`src/rtl/mac_postproc.sv`:
```
// Post-processing stage after the mac unit: accumulate partial sums, add bias, activate, round-shift, saturate to int8, queue in a FWFT FIFO.
// Build option: define MAC_POSTPROC_LEAKY_EN for leaky activation (s>>>3); otherwise activation is ReLU.
module mac_postproc #(
    parameter int ACC_IN_W   = 20,
    parameter int PSUM_W     = 32,
    parameter int OUT_W      = 8,
    parameter int CNT_W      = 8,
    parameter int FIFO_DEPTH = 4
) (
    input  logic                clk,
    input  logic                rst,
    input  logic                vld_i,
    input  logic [ACC_IN_W-1:0] acc_i,
    input  logic [CNT_W-1:0]    cfg_num_psum,
    input  logic [PSUM_W-1:0]   cfg_bias,
    input  logic [4:0]          cfg_shift,
    input  logic                cfg_act_en,
    input  logic                rdy_i,
    output logic                vld_o,
    output logic [OUT_W-1:0]    dout,
    output logic                ovf_o,
    output logic                busy
);
    localparam int AW   = $clog2(FIFO_DEPTH);
    localparam int QMAX = (2 ** (OUT_W - 1)) - 1;
    localparam int QMIN = -(2 ** (OUT_W - 1));

    logic [CNT_W-1:0]         cnt_r, cnt_s, n_sh_r, n_sh_s, n_eff_s, grp_n_s;
    logic signed [PSUM_W-1:0] psum_r, psum_s, acc_ext_s;
    logic [4:0]               shift_sh_r, shift_sh_s, grp_shift_s;
    logic                     act_sh_r, act_sh_s, grp_act_s, last_s;
    logic                     b_vld_r, b_vld_s, b_act_r, b_act_s;
    logic signed [PSUM_W-1:0] b_sum_r, b_sum_s;
    logic [4:0]               b_shift_r, b_shift_s;
    logic [OUT_W-1:0]         mem_r [FIFO_DEPTH];
    logic [AW-1:0]            wr_ptr_r, wr_ptr_s, rd_ptr_r, rd_ptr_s;
    logic [AW:0]              count_r, count_s, after_pop_s;
    logic                     pop_s, full_s, push_ok_s;
    logic [OUT_W-1:0]         q_s, dout_r, dout_s;
    logic                     vld_r, vld_s, ovf_r, ovf_s, busy_r, busy_s;

    // Activation, rounding right shift and int8 saturation of one group sum.
    function automatic logic [OUT_W-1:0] quantize(input logic signed [PSUM_W-1:0] s_in,
                                                   input logic [4:0] sh, input logic act);
        logic signed [PSUM_W:0] a, rnd, r;
        a = {s_in[PSUM_W-1], s_in};
        if (act && s_in[PSUM_W-1]) begin
`ifdef MAC_POSTPROC_LEAKY_EN
            a = a >>> 3;
`else
            a = '0;
`endif
        end else begin
            a = a;
        end
        if (sh != 5'd0) begin
            rnd = (PSUM_W + 1)'(1) << (sh - 5'd1);
            r   = (a + rnd) >>> sh;
        end else begin
            r = a;
        end
        if (r > QMAX) begin
            quantize = OUT_W'(QMAX);
        end else if (r < QMIN) begin
            quantize = OUT_W'(QMIN);
        end else begin
            quantize = r[OUT_W-1:0];
        end
    endfunction

    // Next-state logic for accumulator, stage B and FIFO bookkeeping.
    always_comb begin
        acc_ext_s   = {{(PSUM_W - ACC_IN_W){acc_i[ACC_IN_W-1]}}, acc_i};
        n_eff_s     = (cfg_num_psum == '0) ? CNT_W'(1) : cfg_num_psum;
        grp_n_s     = (cnt_r == '0) ? n_eff_s : n_sh_r;
        grp_shift_s = (cnt_r == '0) ? cfg_shift : shift_sh_r;
        grp_act_s   = (cnt_r == '0) ? cfg_act_en : act_sh_r;
        last_s      = (cnt_r == grp_n_s - CNT_W'(1));
        cnt_s       = cnt_r;
        n_sh_s      = n_sh_r;
        shift_sh_s  = shift_sh_r;
        act_sh_s    = act_sh_r;
        psum_s      = psum_r;
        b_vld_s     = 1'b0;
        b_sum_s     = b_sum_r;
        b_shift_s   = b_shift_r;
        b_act_s     = b_act_r;
        if (vld_i) begin
            n_sh_s     = grp_n_s;
            shift_sh_s = grp_shift_s;
            act_sh_s   = grp_act_s;
            psum_s     = ((cnt_r == '0) ? $signed(cfg_bias) : psum_r) + acc_ext_s;
            if (last_s) begin
                cnt_s     = '0;
                b_vld_s   = 1'b1;
                b_sum_s   = psum_s;
                b_shift_s = grp_shift_s;
                b_act_s   = grp_act_s;
            end else begin
                cnt_s = cnt_r + CNT_W'(1);
            end
        end else begin
            cnt_s = cnt_r;
        end

        q_s         = quantize(b_sum_r, b_shift_r, b_act_r);
        pop_s       = vld_r && rdy_i;
        full_s      = (count_r == (AW + 1)'(FIFO_DEPTH));
        push_ok_s   = b_vld_r && (!full_s || pop_s);
        ovf_s       = ovf_r || (b_vld_r && full_s && !pop_s);
        wr_ptr_s    = wr_ptr_r + AW'(push_ok_s);
        rd_ptr_s    = rd_ptr_r + AW'(pop_s);
        after_pop_s = count_r - (AW + 1)'(pop_s);
        count_s     = after_pop_s + (AW + 1)'(push_ok_s);
        // When the pop empties the queue, the new head is the word being written this cycle.
        if (count_s == '0) begin
            vld_s  = 1'b0;
            dout_s = '0;
        end else if (after_pop_s == '0) begin
            vld_s  = 1'b1;
            dout_s = q_s;
        end else begin
            vld_s  = 1'b1;
            dout_s = mem_r[rd_ptr_s];
        end
        busy_s = (cnt_s != '0) || b_vld_s || (count_s != '0);
    end

    // Control and datapath registers with synchronous reset.
    always_ff @(posedge clk) begin
        if (rst) begin
            cnt_r      <= '0;
            n_sh_r     <= '0;
            shift_sh_r <= 5'd0;
            act_sh_r   <= 1'b0;
            psum_r     <= '0;
            b_vld_r    <= 1'b0;
            b_sum_r    <= '0;
            b_shift_r  <= 5'd0;
            b_act_r    <= 1'b0;
            wr_ptr_r   <= '0;
            rd_ptr_r   <= '0;
            count_r    <= '0;
            vld_r      <= 1'b0;
            dout_r     <= '0;
            ovf_r      <= 1'b0;
            busy_r     <= 1'b0;
        end else begin
            cnt_r      <= cnt_s;
            n_sh_r     <= n_sh_s;
            shift_sh_r <= shift_sh_s;
            act_sh_r   <= act_sh_s;
            psum_r     <= psum_s;
            b_vld_r    <= b_vld_s;
            b_sum_r    <= b_sum_s;
            b_shift_r  <= b_shift_s;
            b_act_r    <= b_act_s;
            wr_ptr_r   <= wr_ptr_s;
            rd_ptr_r   <= rd_ptr_s;
            count_r    <= count_s;
            vld_r      <= vld_s;
            dout_r     <= dout_s;
            ovf_r      <= ovf_s;
            busy_r     <= busy_s;
        end
    end

    // FIFO storage; contents need no reset since pointers gate visibility.
    always_ff @(posedge clk) begin
        if (!rst && push_ok_s) begin
            mem_r[wr_ptr_r] <= q_s;
        end
    end

    assign vld_o = vld_r;
    assign dout  = dout_r;
    assign ovf_o = ovf_r;
    assign busy  = busy_r;
endmodule
```
`config.mk`:
```
export PLATFORM = sky130hd
export DESIGN_NAME = mac_postproc
export DESIGN_NICKNAME = d
export VERILOG_FILES = /design/src/rtl/mac_postproc.sv
export SDC_FILE = /design/constraint.sdc
export NUM_CORES = 1
export LEC_CHECK = 0
export BUFFER_PORTS_ARGS = -buffer_cell sky130_fd_sc_hd__buf_4
export CAP_MARGIN = 20
export CORE_MARGIN = 2
export CORE_UTILIZATION = 45
export CTS_CLUSTER_SIZE = 30
export DETAILED_ROUTE_END_ITERATION = 16
export PLACE_DENSITY = 0.71
export SYNTH_ARGS = -nofsm -noshare
export SYNTH_HDL_FRONTEND = slang
export SYNTH_SLANG_ARGS = --single-unit
```
`constraint.sdc`:
```
create_clock -name clk -period 13.8 [get_ports clk]
set_input_delay 0.69 -clock clk [delete_from_list [all_inputs] [get_ports clk]]
set_output_delay 0.69 -clock clk [all_outputs]
set_load 0.03 [all_outputs]
```
# After elaboration in Yosys (flattened, before gate mapping)

Memories as Yosys holds them, arrays and structs flattened.
Index checks and enable logic that the tools add are counted.

Bits in registers: 111
Memory bits (writable): 32
Input bits: 70
Output and inout bits: 11
Logic and storage cells: 71
Memories: 1

Add/subtract/negate cells: 9
Order comparisons: 2
Eq/ne operators: 2
Shifts and indexed selects: 2
Multiplexer cells: 17
Reductions and logical operators: 22

Memory list:

| memory | words | bits a word | rd ports | clocked after memory_dff | write ports | RTL line | text |
|---|---|---|---|---|---|---|---|
| mem_r  | 4     | 8           | 1        | 0                        | 1           | 35       | `logic [OUT_W-1:0] mem_r [FIFO_DEPTH];` |

Operator list:

| kind                                                                              | number |
|---|---|
| 33-bit two-way mux                                                                | 2 |
| 8-bit two-way mux                                                                 | 7 |
| 33-bit adder                                                                      | 1 |
| 33-bit by 8-bit greater-than comparator with 1-bit output (second input constant) | 1 |
| 33-bit by 8-bit < comparator with 1-bit output (second input constant)            | 1 |
| 1-bit by 5-bit << shifter with 33-bit output (first input constant)               | 1 |
| 33-bit by 5-bit >>> shifter with 33-bit output                                    | 1 |
| 32-bit by 20-bit adder with 32-bit output                                         | 1 |
| 32-bit two-way mux                                                                | 1 |
| 8-bit zero test                                                                   | 2 |
| 8-bit by 1-bit adder with 8-bit output (second input constant)                    | 1 |
| 8-bit equality test                                                               | 1 |
| 8-bit nonzero test                                                                | 1 |
| 8-bit by 1-bit subtractor with 8-bit output (second input constant)               | 1 |
| 1-bit logical AND                                                                 | 6 |
| 3-bit zero test                                                                   | 2 |
| 1-bit two-way mux                                                                 | 6 |
| 5-bit two-way mux                                                                 | 1 |
| 5-bit nonzero test                                                                | 1 |
| 5-bit by 1-bit subtractor with 5-bit output (second input constant)               | 1 |
| 2-bit by 1-bit adder with 2-bit output                                            | 2 |
| 1-bit logical OR                                                                  | 4 |
| 3-bit by 1-bit adder with 3-bit output                                            | 1 |
| 3-bit equality test (second input constant)                                       | 1 |
| other kinds (5)                                                                   | 7 |

# Longest topological paths before layout

Gate-level depths: netlist of run 1.

Word-level depth: 10
Mapped depth: 26
Gate-level depth less buffers: 23

# Least setup slack after synthesis of run 1

Ideal clock, no wire load.

Kind: reg2reg
Start point: reg b_shift_r[4]
End point: mem mem_r[0][3], data pin
Library setup time: 0.145 ns
Arrival time: 5.256 ns
Required time: 13.655 ns
Slack: 8.399 ns
Stages on the path, launching flop included: 25
Buffers on the path: 5
Clock period less this slack: 5.401 ns
Cells stage by stage: dfxtp_1 clkbuf_1 clkbuf_1 clkbuf_1 buf_1 nor3_1 ha_1 inv_1 fa_1 nand2b_1 a21oi_4 o211ai_1 a31oi_1 or3_1 buf_2 a32oi_1 o311ai_1 a2111o_1 a221o_1 a2111oi_2 nand3_1 nor3_2 nor2_1 a211o_1 nand2_1

Longest elaborated chain between the ends: 8
Elaborated cells on any way between the ends: 10
Classes of those cells: 2 x add/sub; 2 x order compare; 2 x shift; 3 x mux; 1 x reduce/logical

Ends and longest elaborated chain:

| what                                           | RTL line | text |
|---|---|---|
| from (decl)                                    | 34       | `logic [4:0] b_shift_r, b_shift_s;` |
| from (signal assigned)                         | 156      | `b_shift_r <= b_shift_s;` |
| 5-bit by 1-bit subtractor with 5-bit output    | 57       | `rnd = (PSUM_W + 1)'(1) << (sh - 5'd1);` |
| 1-bit by 5-bit << shifter with 33-bit output   | 57       |  |
| 33-bit adder                                   | 58       | `r = (a + rnd) >>> sh;` |
| 33-bit by 5-bit >>> shifter with 33-bit output | 58       |  |
| 33-bit two-way mux (*)                         | 56       | `if (sh != 5'd0) begin` |
| 33-bit by 8-bit < comparator with 1-bit output | 64       | `end else if (r < QMIN) begin` |
| 8-bit two-way mux                              | 64       |  |
| 8-bit two-way mux (*)                          | 62       | `if (r > QMAX) begin` |
| net q_s[3]                                     | 39       | `logic [OUT_W-1:0] q_s, dout_r, dout_s;` |
| to (decl)                                      | 35       |  |

Mark *: on every way through the listed nets, which the timed path passes. The rest lies on a longest branch.

# Worst setup path after layout of run 1

Start point: reg b_shift_r[0]
End point: reg dout_r[4] (netlist: dout[4])

Longest elaborated chain between the ends: 9
Elaborated cells on any way between the ends: 11
Classes of those cells: 2 x add/sub; 2 x order compare; 2 x shift; 4 x mux; 1 x reduce/logical

Ends and longest elaborated chain:

| what                                           | RTL line | text |
|---|---|---|
| 5-bit by 1-bit subtractor with 5-bit output    | 57       |  |
| 1-bit by 5-bit << shifter with 33-bit output   | 57       |  |
| 33-bit adder                                   | 58       |  |
| 33-bit by 5-bit >>> shifter with 33-bit output | 58       |  |
| 33-bit two-way mux (*)                         | 56       |  |
| 33-bit by 8-bit < comparator with 1-bit output | 64       |  |
| 8-bit two-way mux                              | 64       |  |
| 8-bit two-way mux (*)                          | 62       |  |
| net q_s[4]                                     | 39       |  |
| 8-bit two-way mux (*)                          | 119      | `end else if (after_pop_s == '0) begin` |
| to (signal assigned)                           | 162      | `dout_r <= dout_s;` |
| to (decl)                                      | 39       |  |

Marks and branches as above.
A chain may end at the register's enable or synchronous reset.

==> results.md, run 1 <==
- Status: finished, final reports clean
- Initial core utilization: 45.58%
- Vias: 14340
- Post-synthesis sequential area ratio: 23.62%
- Clock sink count: 143
- CP delay by family, top: simple AND/OR/NAND/NOR gates
- Width of the die: 177.0 µm
- DR iter-0 viols: 1594
- Synth async-reset ratio: 0%
- Total GRT Usage: 32.04%
- Seq cells post-synth: 143
- Drt first pass iters: 6
- RD Place Congestion: 1.040
- Ant. Diodes: 0
- First-pass GRT wire length: 77.29 mm
- Fin Clk Skew: 12.31 ps
- Post-CTS Repair Setup Buffers: 0
- CP max stage delay: 1110 ps
- Detailed placer's ending HPWL: 38.91 mm
- Final setup TNS: 0 ps
- Required time of the critical path: 14130 ps
- DIE HEIGHT: 177.0 µm
- Ratio of final minimum period to clock period: 60.23%
- Post-DR wirelength/cell: 23.08 µm
- Largest net degree at the start of global routing: 94
- Remaining DRCs: 0
- Synthesized Nets: 1930
- Crit Path Category: register to register
- CP cell instances: buf_4 -> clkinv_1 -> buf_4 -> nand2_1 -> nor2_1 -> nor2_1 -> nand2_1 -> nor2_1 -> ha_1 -> nand2_1 -> nor2_1 -> o2111ai_1 -> a31oi_1 -> nor2_1 -> xnor2_1 -> a2111oi_0 -> a31oi_1 -> nor4_1 -> nand3_1 -> nor4_1 -> nand4bb_1 -> o21ai_2 -> o21ai_1 -> a22o_1
- H-tree levels: 4
- Number of buffers and inverters on the critical path: 3
- Port Buf Inserts: 80
- Pwr dens: 98.18 nW/µm²
- Synth area leaders: dfxtp_1 (16%), edfxtp_1 (7.1%), nor2_1 (6.8%), ha_1 (6.7%), nand2_1 (6.7%)
- Share of post-route cells with drive strength above 1: 10.85%
- Maximum clock rate: 120.3 MHz
- Gates resized, CTS repair: 0
- Via/cell ratio: 6.498
- Max Root-Sink Buffers: 2
- Share of the synthesized area in the top cell type: 16.49%
- Initial antenna violation count: 0
- Vias in the first global route: 13390
- Synth Flop Type: dfxtp_1
- Synthesized area: 13470 µm²
- Final setup violation count: 0
- Post-synth EDFFs: 32
- Post-synthesis cell count: 1786
- Die area: 31340 µm²
- Final antenna-violating net count: 0
- Yosys top cell by area: dfxtp_1
- Cell repeated most along the worst path: nor2_1
- Max-cap check violation count: 0
- Nets@finish: 1947
- Critical path fanouts, max: 42
- TritonCTS Buffers: 17
- Final Hold Vio Count: 0
- Rows: 63
- Core Box Area: 29560 µm²
- Synth Warn #: 0
- Skew-Pair Late Insertion Delay: 430 ps
- Crit start category: register
- Slew margin rel.: 15.72%
- Hold_buf cts: 0
- Fin. max-slew vios: 0
- Area Growth Syn to Fin: 10.75%
- Fillers: 2916
- CTS tree: done
- Grt ovf: 0
- Dpl cells: 2174
- Fin cells: 2206
- VDD IR max: 95.32 µV
- Leakage: 6.136 nW
- Distinct cell type count after synthesis: 94
- Average size of a mapped cell: 7.544 µm²
- Clock root cell: clkbuf_16
- Final core occ: 50.48%
- Drt total wl: 50.91 mm
- I/O Pins: 81
- Period minus WS final: 8312 ps
- Worst-margin pin slew: 1232 ps
- Reg clk slew, reported paths: 70 ps
- HP Class: register to register
- Crit end category: register
- RSZ-0062 raised after global routing: false
- CP arrival: 8640 ps
- Slowest stage cell, crit path: a2111oi_0
-- cell type report --
| cell class | count | area (µm²) | share of cell area (%) |
|---|---|---|---|
| clock buffer | 17 | 425.4 | 2.851 |
| clock inverter | 15 | 198.9 | 1.333 |
| inverter | 47 | 176.4 | 1.182 |
| multi-input combinational | 1493 | 9689 | 64.93 |
| sequential | 143 | 3183 | 21.33 |
| tap | 390 | 488.0 | 3.270 |
| timing repair buffer | 101 | 762.0 | 5.106 |
-- through the flow --
stage                     cell area (µm²)  setup WS [ps]  hold WS [ps]  power, mW
after floorplan                     13470           8399         440.7     0.8549
after global placement              14290           6058         452.0     0.9711
after detailed placement            14300           5888         472.8     0.9815
after CTS                           14920           5847         485.8      1.470
after global routing                14920           5107         501.8      1.540
final                               14920           5488         480.9      1.465
-- flip-flops by register name, summed over array words and instances, names as in the netlist, 2 cells and up --
| signal | flops |
|---|---|
| cnt_r | 8 |
| shift_sh_r | 5 |
| rd_ptr_r | 2 |
| b_sum_r | 32 |
| n_sh_r | 8 |
| dout | 8 |
| b_shift_r | 5 |
| psum_r | 32 |
| count_r | 3 |
| mem_r | 32 |
| wr_ptr_r | 2 |
-- worst min-delay path, cell delays in order, from the launching register on --
cell and delay, ps:
dfxtp_1 330, a31oi_1 50, nor2_1 70
-- per-layer routing --
layer	part of all wire, %	vias to the layer above	global-route usage, %
li1	-	6629	-
met1	42	6766	43.44
met2	43	764	47.94
met3	9.5	176	5.541
met4	5.9	0	18.04
met5	0	-	0
-- placed cells by master (no fill, tap or decap), drive strengths merged, types with 15 or more instances in the layout --
cell type    n
o211ai      27
and2        43
mux2i       89
and3        23
o21a        19
nand4       22
clkbuf      17
xnor2       44
nor2       243
a211oi      44
ha          72
dfxtp      111
edfxtp      32
xor2        22
nor3        54
a22o        15
o21ai       88
a21oi      102
buf        100
nand2      240
a31oi       28
inv         51
nand3       37
a21o        22
-- worst paths after layout --
| kind | start | end | slack [ps] | depth (start not counted) |
|---|---|---|---|---|
| worst max-delay path | b_shift_r[0] | dout[4] | 5490 | 24 |
| worst min-delay path | ovf_o | ovf_o | 480 | 2 |
| worst max register to register | b_shift_r[0] | dout[4] | 5490 | 24 |
| worst min register to register | ovf_o | ovf_o | 480 | 2 |
-- kinds of logic after synthesis --
| logic type | synth area share, % |
|---|---|
| and+or+nand+nor | 25.73 |
| AOI/OAI and AO/OA | 25.42 |
| buffers and inverters | 4.476 |
| DFF | 23.62 |
| muxes | 9.481 |
| adders and majority gates | 6.983 |
| xor gates and xnor gates | 4.290 |
-- power breakdown --
group	internal, mW	switching, mW	leakage (nW)	total [mW]
registers	0.488	0.0185	1.20	0.506
clock network	0.291	0.196	0.303	0.487
logic	0.187	0.285	4.64	0.472
-- cell usage after synthesis, types with 10 or more instances --
| master | count |
|---|---|
| nor4_1 | 13 |
| o21bai_1 | 11 |
| a31oi_1 | 28 |
| nand3_1 | 37 |
| a21o_1 | 22 |
| or2_2 | 11 |
| a22o_1 | 15 |
| and2_1 | 43 |
| buf_2 | 17 |
| a21oi_1 | 95 |
| o22ai_1 | 10 |
| a211oi_1 | 42 |
| xor2_1 | 22 |
| nand2_1 | 240 |
| nor3_1 | 53 |
| o21ai_0 | 69 |
| xnor2_1 | 44 |
| or3_1 | 13 |
| nand4_1 | 21 |
| nor2_1 | 243 |
| inv_1 | 43 |
| ha_1 | 72 |
| o21ai_1 | 16 |
| and3_1 | 23 |
| mux4_2 | 12 |
| o31ai_1 | 10 |
| dfxtp_1 | 111 |
| nor2b_1 | 10 |
| clkbuf_1 | 65 |
| o21a_1 | 19 |
| nand2b_1 | 13 |
| mux2i_1 | 89 |
| edfxtp_1 | 32 |
| o211ai_1 | 25 |
| buf_1 | 18 |
No activity file was read; power rests on OpenSTA's default activity.
==> run 2: changes to the inputs <==
- clock period: 13.8 -> 8.4 ns (I/O delays scaled with it)
==> results.md, run 2 (synthesis results as in run 1) <==
- Post-CTS Repair Setup Buffers: 0
- Width of the die: 177.0 µm
- Pre-CTS setup slack: 1509 ps
- Period minus WS final: 7181 ps
- HP Class: input port to register
- Pwr dens: 163.1 nW/µm²
- Fin Clk Skew: 18.56 ps
- Fin. max-slew vios: 0
- Total GRT Usage: 33.42%
- TritonCTS Buffers: 17
- Drt total wl: 52.91 mm
- Ant. Diodes: 0
- Multi-input gate area: 9689 µm²
- Slew margin rel.: 21.99%
- Port Buf Inserts: 80
- Vias in the first global route: 13390
- Vias: 14270
- Die area: 31340 µm²
- Core Box Area: 29560 µm²
- Status: finished, final reports clean
- Reg clk slew, reported paths: 70 ps
- CP arrival: 7510 ps
- Detailed placer's ending HPWL: 41.16 mm
- RSZ-0062 raised after global routing: false
- Commonest non-fill, non-tap cell in the layout: nor2_1
- Gates resized, CTS repair: 0
- Remaining DRCs: 0
- WL met2: 23.10 mm
- RD Place Congestion: 1.021
- Sequential standard cell area: 3183 µm²
- Fillers: 2889
- Crit start category: register
- Net Switching: 0.8549 mW
- Clock root cell: clkbuf_16
- Max Root-Sink Buffers: 2
- Net Sw Frac: 34.87%
- Seq pwr share: 34.0%
- Final setup TNS: 0 ps
- First-pass GRT wire length: 80.13 mm
- VDD IR max: 122.7 µV
- Critical path fanouts, max: 14
- Share of post-route cells with drive strength above 1: 11.43%
- Setup WS post-layout: 1219 ps
- Grt ovf: 0
- Highest Signal Layer: met5
- Final antenna-violating net count: 0
- WL met1: 22.97 mm
- Post-DR wirelength/cell: 23.86 µm
- Met3 WL: 4.573 mm
- Final Hold Vio Count: 0
- Worst-margin pin slew: 1152 ps
- Clock sink count: 143
- Hold_buf cts: 0
- CTS tree: done
- Most frequent cells in the layout: nor2_1 (243), nand2_1 (240), buf_4 (113), dfxtp_1 (111), a21oi_1 (95)
- Ratio of final minimum period to clock period: 85.48%
- Power Total: 2.451 mW
- Initial antenna violation count: 3
- Max-cap check violation count: 0
- DR iter-0 viols: 1400
- Crit Path Category: register to register
- Rows: 63
- Drt first pass iters: 6
- Crit end category: register
- Power Internal: 1.596 mW
- Initial core utilization: 45.58%
- DIE HEIGHT: 177.0 µm
- Maximum clock rate: 139.3 MHz
- Skew-Pair Late Insertion Delay: 440 ps
- Largest net degree at the start of global routing: 88
- Leakage: 6.210 nW
- I/O Pins: 81
- Regs by FF count: b_sum_r x32, mem_r x32, psum_r x32
- Gate power share: 32.1%
- Via/cell ratio: 6.436
- Nets@finish: 1959
- Area Growth Syn to Fin: 11.56%
- Clk network pwr share: 33.8%
- H-tree levels: 4
- Final setup violation count: 0
- Required time of the critical path: 8730 ps
## run 2: cell types whose count changed in the layout (fill, tap and decap cells not counted)
| cell | previous run | this run |
|---|---|---|
| inv_6 | 4 | 3 |
| inv_8 | 4 | 5 |
| clkinv_2 | 1 | 0 |
| buf_4 | 100 | 113 |
| clkinvlp_4 | 2 | 1 |
| clkinv_8 | 0 | 2 |
| clkdlybuf4s15_2 | 1 | 0 |
## run 2: critical path, cell delays in order, from the launching register on
cell and delay (ps):
dfxtp_1 360, inv_1 440, nand2_1 670, nor3_1 390, ha_1 270, inv_1 70, fa_1 390, nand2b_1 210
a21oi_4 300, o21a_1 260, o21ai_1 190, a41oi_1 570, nand2_1 260, a221oi_1 410, nand2_1 150, a222oi_1 600
nand3_1 220, nor4_1 260, nand4bb_1 160, o21ai_2 370, o21ai_1 230, a22o_1 260
## run 2: path summary, 6_finish.rpt
check / start / end / slack [ps] / cells past startpoint
worst max-delay path: b_shift_r[1] / dout[0] / 1220 / 21
worst min-delay path: rst / wr_ptr_r[1] / 190 / 2
worst max register to register: b_shift_r[1] / dout[0] / 1220 / 21
worst min register to register: ovf_o / ovf_o / 480 / 2
## run 2: area by class of cell
cell class | instances | share of cell area [%]
multi-input combinational | 1493 | 64.46
sequential | 143 | 21.18
timing repair buffer | 113 | 5.643
tap | 390 | 3.246
clock buffer | 17 | 2.830
clock inverter | 15 | 1.473
inverter | 47 | 1.174
## run 2: metrics by stage
stage / instances / utilization (%) / hold slack (ps) / area (µm²)
after floorplan: 1786 / - / 440.7 / 13470
after global placement: 2186 / 48.66 / 454.7 / 14390
after detailed placement: 2186 / 48.66 / 466.0 / 14390
after CTS: 2218 / 50.85 / 172.0 / 15030
after global routing: 2218 / 50.85 / 186.0 / 15030
final: 2218 / 50.85 / 185.1 / 15030
## run 2: power by group through the flow
| stage | sequential (mW) | clock (mW) | combinational, mW |
|---|---|---|---|
| 5_1_grt | 0.841 | 0.865 | 0.864 |
| 3_3_place_gp | 0.847 | 0 | 0.759 |
| 4_1_cts | 0.834 | 0.842 | 0.783 |
| 6_report | 0.834 | 0.829 | 0.788 |
| 2_1_floorplan | 0.881 | 0 | 0.523 |
| 3_5_place_dp | 0.848 | 0 | 0.777 |
## run 2: per-layer routing
metal / up-vias / global-route usage [%]
li1: 6644 / -
met1: 6788 / 46.17
met2: 693 / 51.17
met3: 147 / 5.713
met4: 2 / 14.26
met5: - / 0
==> run 3: changes to the inputs <==
- CORE_ASPECT_RATIO: not set -> 0.6
- CTS_BUF_LIST: not set -> sky130_fd_sc_hd__clkbuf_16
==> results.md, run 3 (synthesis results as in run 1) <==
- Area Growth Syn to Fin: 12.81%
- Pre-CTS setup slack: 1122 ps
- Worst Setup EP: dout[2]
- Worst R2R Start: b_shift_r[1]
- Worst-margin pin slew: 1085 ps
- Crit start category: register
- Drt total wl: 57.56 mm
- Vias: 14820
- Critical path launch point: b_shift_r[1]
- HP Class: input port to register
- Status: finished, final reports clean
- CP cell instances: buf_4 -> inv_1 -> nand2_1 -> nor3_1 -> ha_1 -> inv_1 -> fa_1 -> nand2b_1 -> a21oi_4 -> o211ai_1 -> and4_1 -> or3_1 -> a32oi_1 -> o311ai_1 -> a2111o_1 -> a221o_1 -> a2111oi_2 -> nand3_1 -> nor3_2 -> nor2_1 -> o21ai_1 -> a22o_1
- Vias in the first global route: 13460
- Slew margin rel.: 25.80%
- DR iter-0 viols: 2306
- Drt first pass iters: 7
- Regs by FF count: b_sum_r x32, mem_r x32, psum_r x32
- R2R setup slack: 720 ps
- Clock root cell: clkbuf_16
- Largest net degree at the start of global routing: 84
- Fin cells: 2260
- Fin. max-slew vios: 0
- First-pass GRT wire length: 84.86 mm
- TritonCTS Buffers: 17
- Setup WS post-layout: 720.8 ps
- Most frequent cells in the layout: nor2_1 (243), nand2_1 (240), buf_4 (136), dfxtp_1 (111), a21oi_1 (95)
- Via/cell ratio: 6.558
- CTS tree: done
- I/O Pins: 81
- Net Sw Frac: 36.46%
- Post-CTS Repair Setup Buffers: 0
- DIE HEIGHT: 138.0 µm
- Gates resized, CTS repair: 0
- Max Root-Sink Buffers: 2
- Total GRT Usage: 35.97%
- Crit end category: register
- Final setup TNS: 0 ps
- CP arrival: 8060 ps
- Maximum clock rate: 130.2 MHz
- Dpl cells: 2227
- Slowest stage cell, crit path: nand2_1
- Remaining DRCs: 0
- Gate power share: 33.3%
- Width of the die: 227.4 µm
- Required time of the critical path: 8780 ps
- Crit Path Category: register to register
- Skew-Pair Late Insertion Delay: 430 ps
- Period minus WS final: 7679 ps
- Final instance area: 15200 µm²
- Port Buf Inserts: 80
- Seq pwr share: 34.4%
- Share of post-route cells with drive strength above 1: 12.53%
- Pwr dens: 159.8 nW/µm²
- Hold_buf cts: 0
- Leakage: 6.310 nW
- Grt ovf: 0
- RD Place Congestion: 1.109
- Clock sink count: 143
- Placed Area: 14580 µm²
- RSZ-0062 raised after global routing: false
- Final antenna-violating net count: 0
- VDD IR max: 227.0 µV
- Cell repeated most along the worst path: inv_1
- Power Internal: 1.543 mW
- Max-cap check violation count: 0
- Rows: 49
- Initial core utilization: 45.41%
- H-tree levels: 4
- CP max stage delay: 730 ps
- Nets@finish: 1982
- Final setup violation count: 0
- Commonest non-fill, non-tap cell in the layout: nor2_1
- Final Hold Vio Count: 0
- Post-DR wirelength/cell: 25.47 µm
- Core Box Area: 29670 µm²
- Critical path fanouts, max: 22
- Reg clk slew, reported paths: 70 ps
- Net Switching: 0.8857 mW
- R2r endpoint: dout[2]
- Detailed placer's ending HPWL: 45.05 mm
- Die area: 31390 µm²
- Fin Clk Skew: 14.26 ps
- Ratio of final minimum period to clock period: 91.42%
- Clk network pwr share: 32.3%
- Initial antenna violation count: 2
- FF-to-FF path depth: 22
- Hold path depth: 2
==> run 3: cell type report <==
type / instances / area (µm²)
clock buffer: 17 / 425.4
fill: 2942 / 14470
sequential: 143 / 3183
antenna: 1 / 2.502
clock inverter: 15 / 191.4
inverter: 47 / 176.4
timing repair buffer: 136 / 1021
tap: 408 / 510.5
multi-input combinational: 1493 / 9689
==> run 3: per-stage QoR <==
step | utilization (%) | hold slack (ps) | power (mW)
2_1_floorplan | - | 440.7 | 1.404
3_3_place_gp | 49.14 | 466.5 | 1.620
3_5_place_dp | 49.14 | 476.3 | 1.635
4_1_cts | 51.21 | 217.4 | 2.426
5_1_grt | 51.21 | 223.9 | 2.548
6_report | 51.22 | 230.0 | 2.429
==> run 3: how the worst min path moves through the flow <==
| stage | start | endpoint |
|---|---|---|
| after CTS | rst | count_r[1] |
| after global routing | rst | count_r[0] |
| after floorplan | b_sum_r[29] | b_sum_r[29] |
| final | rst | count_r[1] |
| after global placement | shift_sh_r[3] | b_shift_r[3] |
| after detailed placement | b_sum_r[3] | b_sum_r[3] |
==> run 3: per-layer routing <==
| layer | share of wire, % | wire length, µm | GRT usage [%] |
|---|---|---|---|
| met5 | 0.13 | 73 | 0 |
| met4 | 1.5 | 838 | 5.642 |
| met3 | 16 | 9251 | 18.41 |
| met2 | 37 | 21060 | 44.27 |
| met1 | 46 | 26340 | 54.91 |
==> run 3: critical path: cells and delay by family (launching register included) <==
family                     cells  cell delay, ps
buffers and inverters          3             950
adders and majority gates      2             660
and+or+nand+nor                8            2820
DFF                            1             300
AOI/OAI and AO/OA              9            2870
==> run 3: power by group through the flow <==
stage	combinational, mW	clock, mW	sequential, mW
CTS	0.797	0.796	0.834
global placement	0.772	0	0.847
floorplan	0.523	0	0.881
detailed placement	0.789	0	0.846
finish	0.810	0.785	0.835
global route	0.877	0.830	0.841
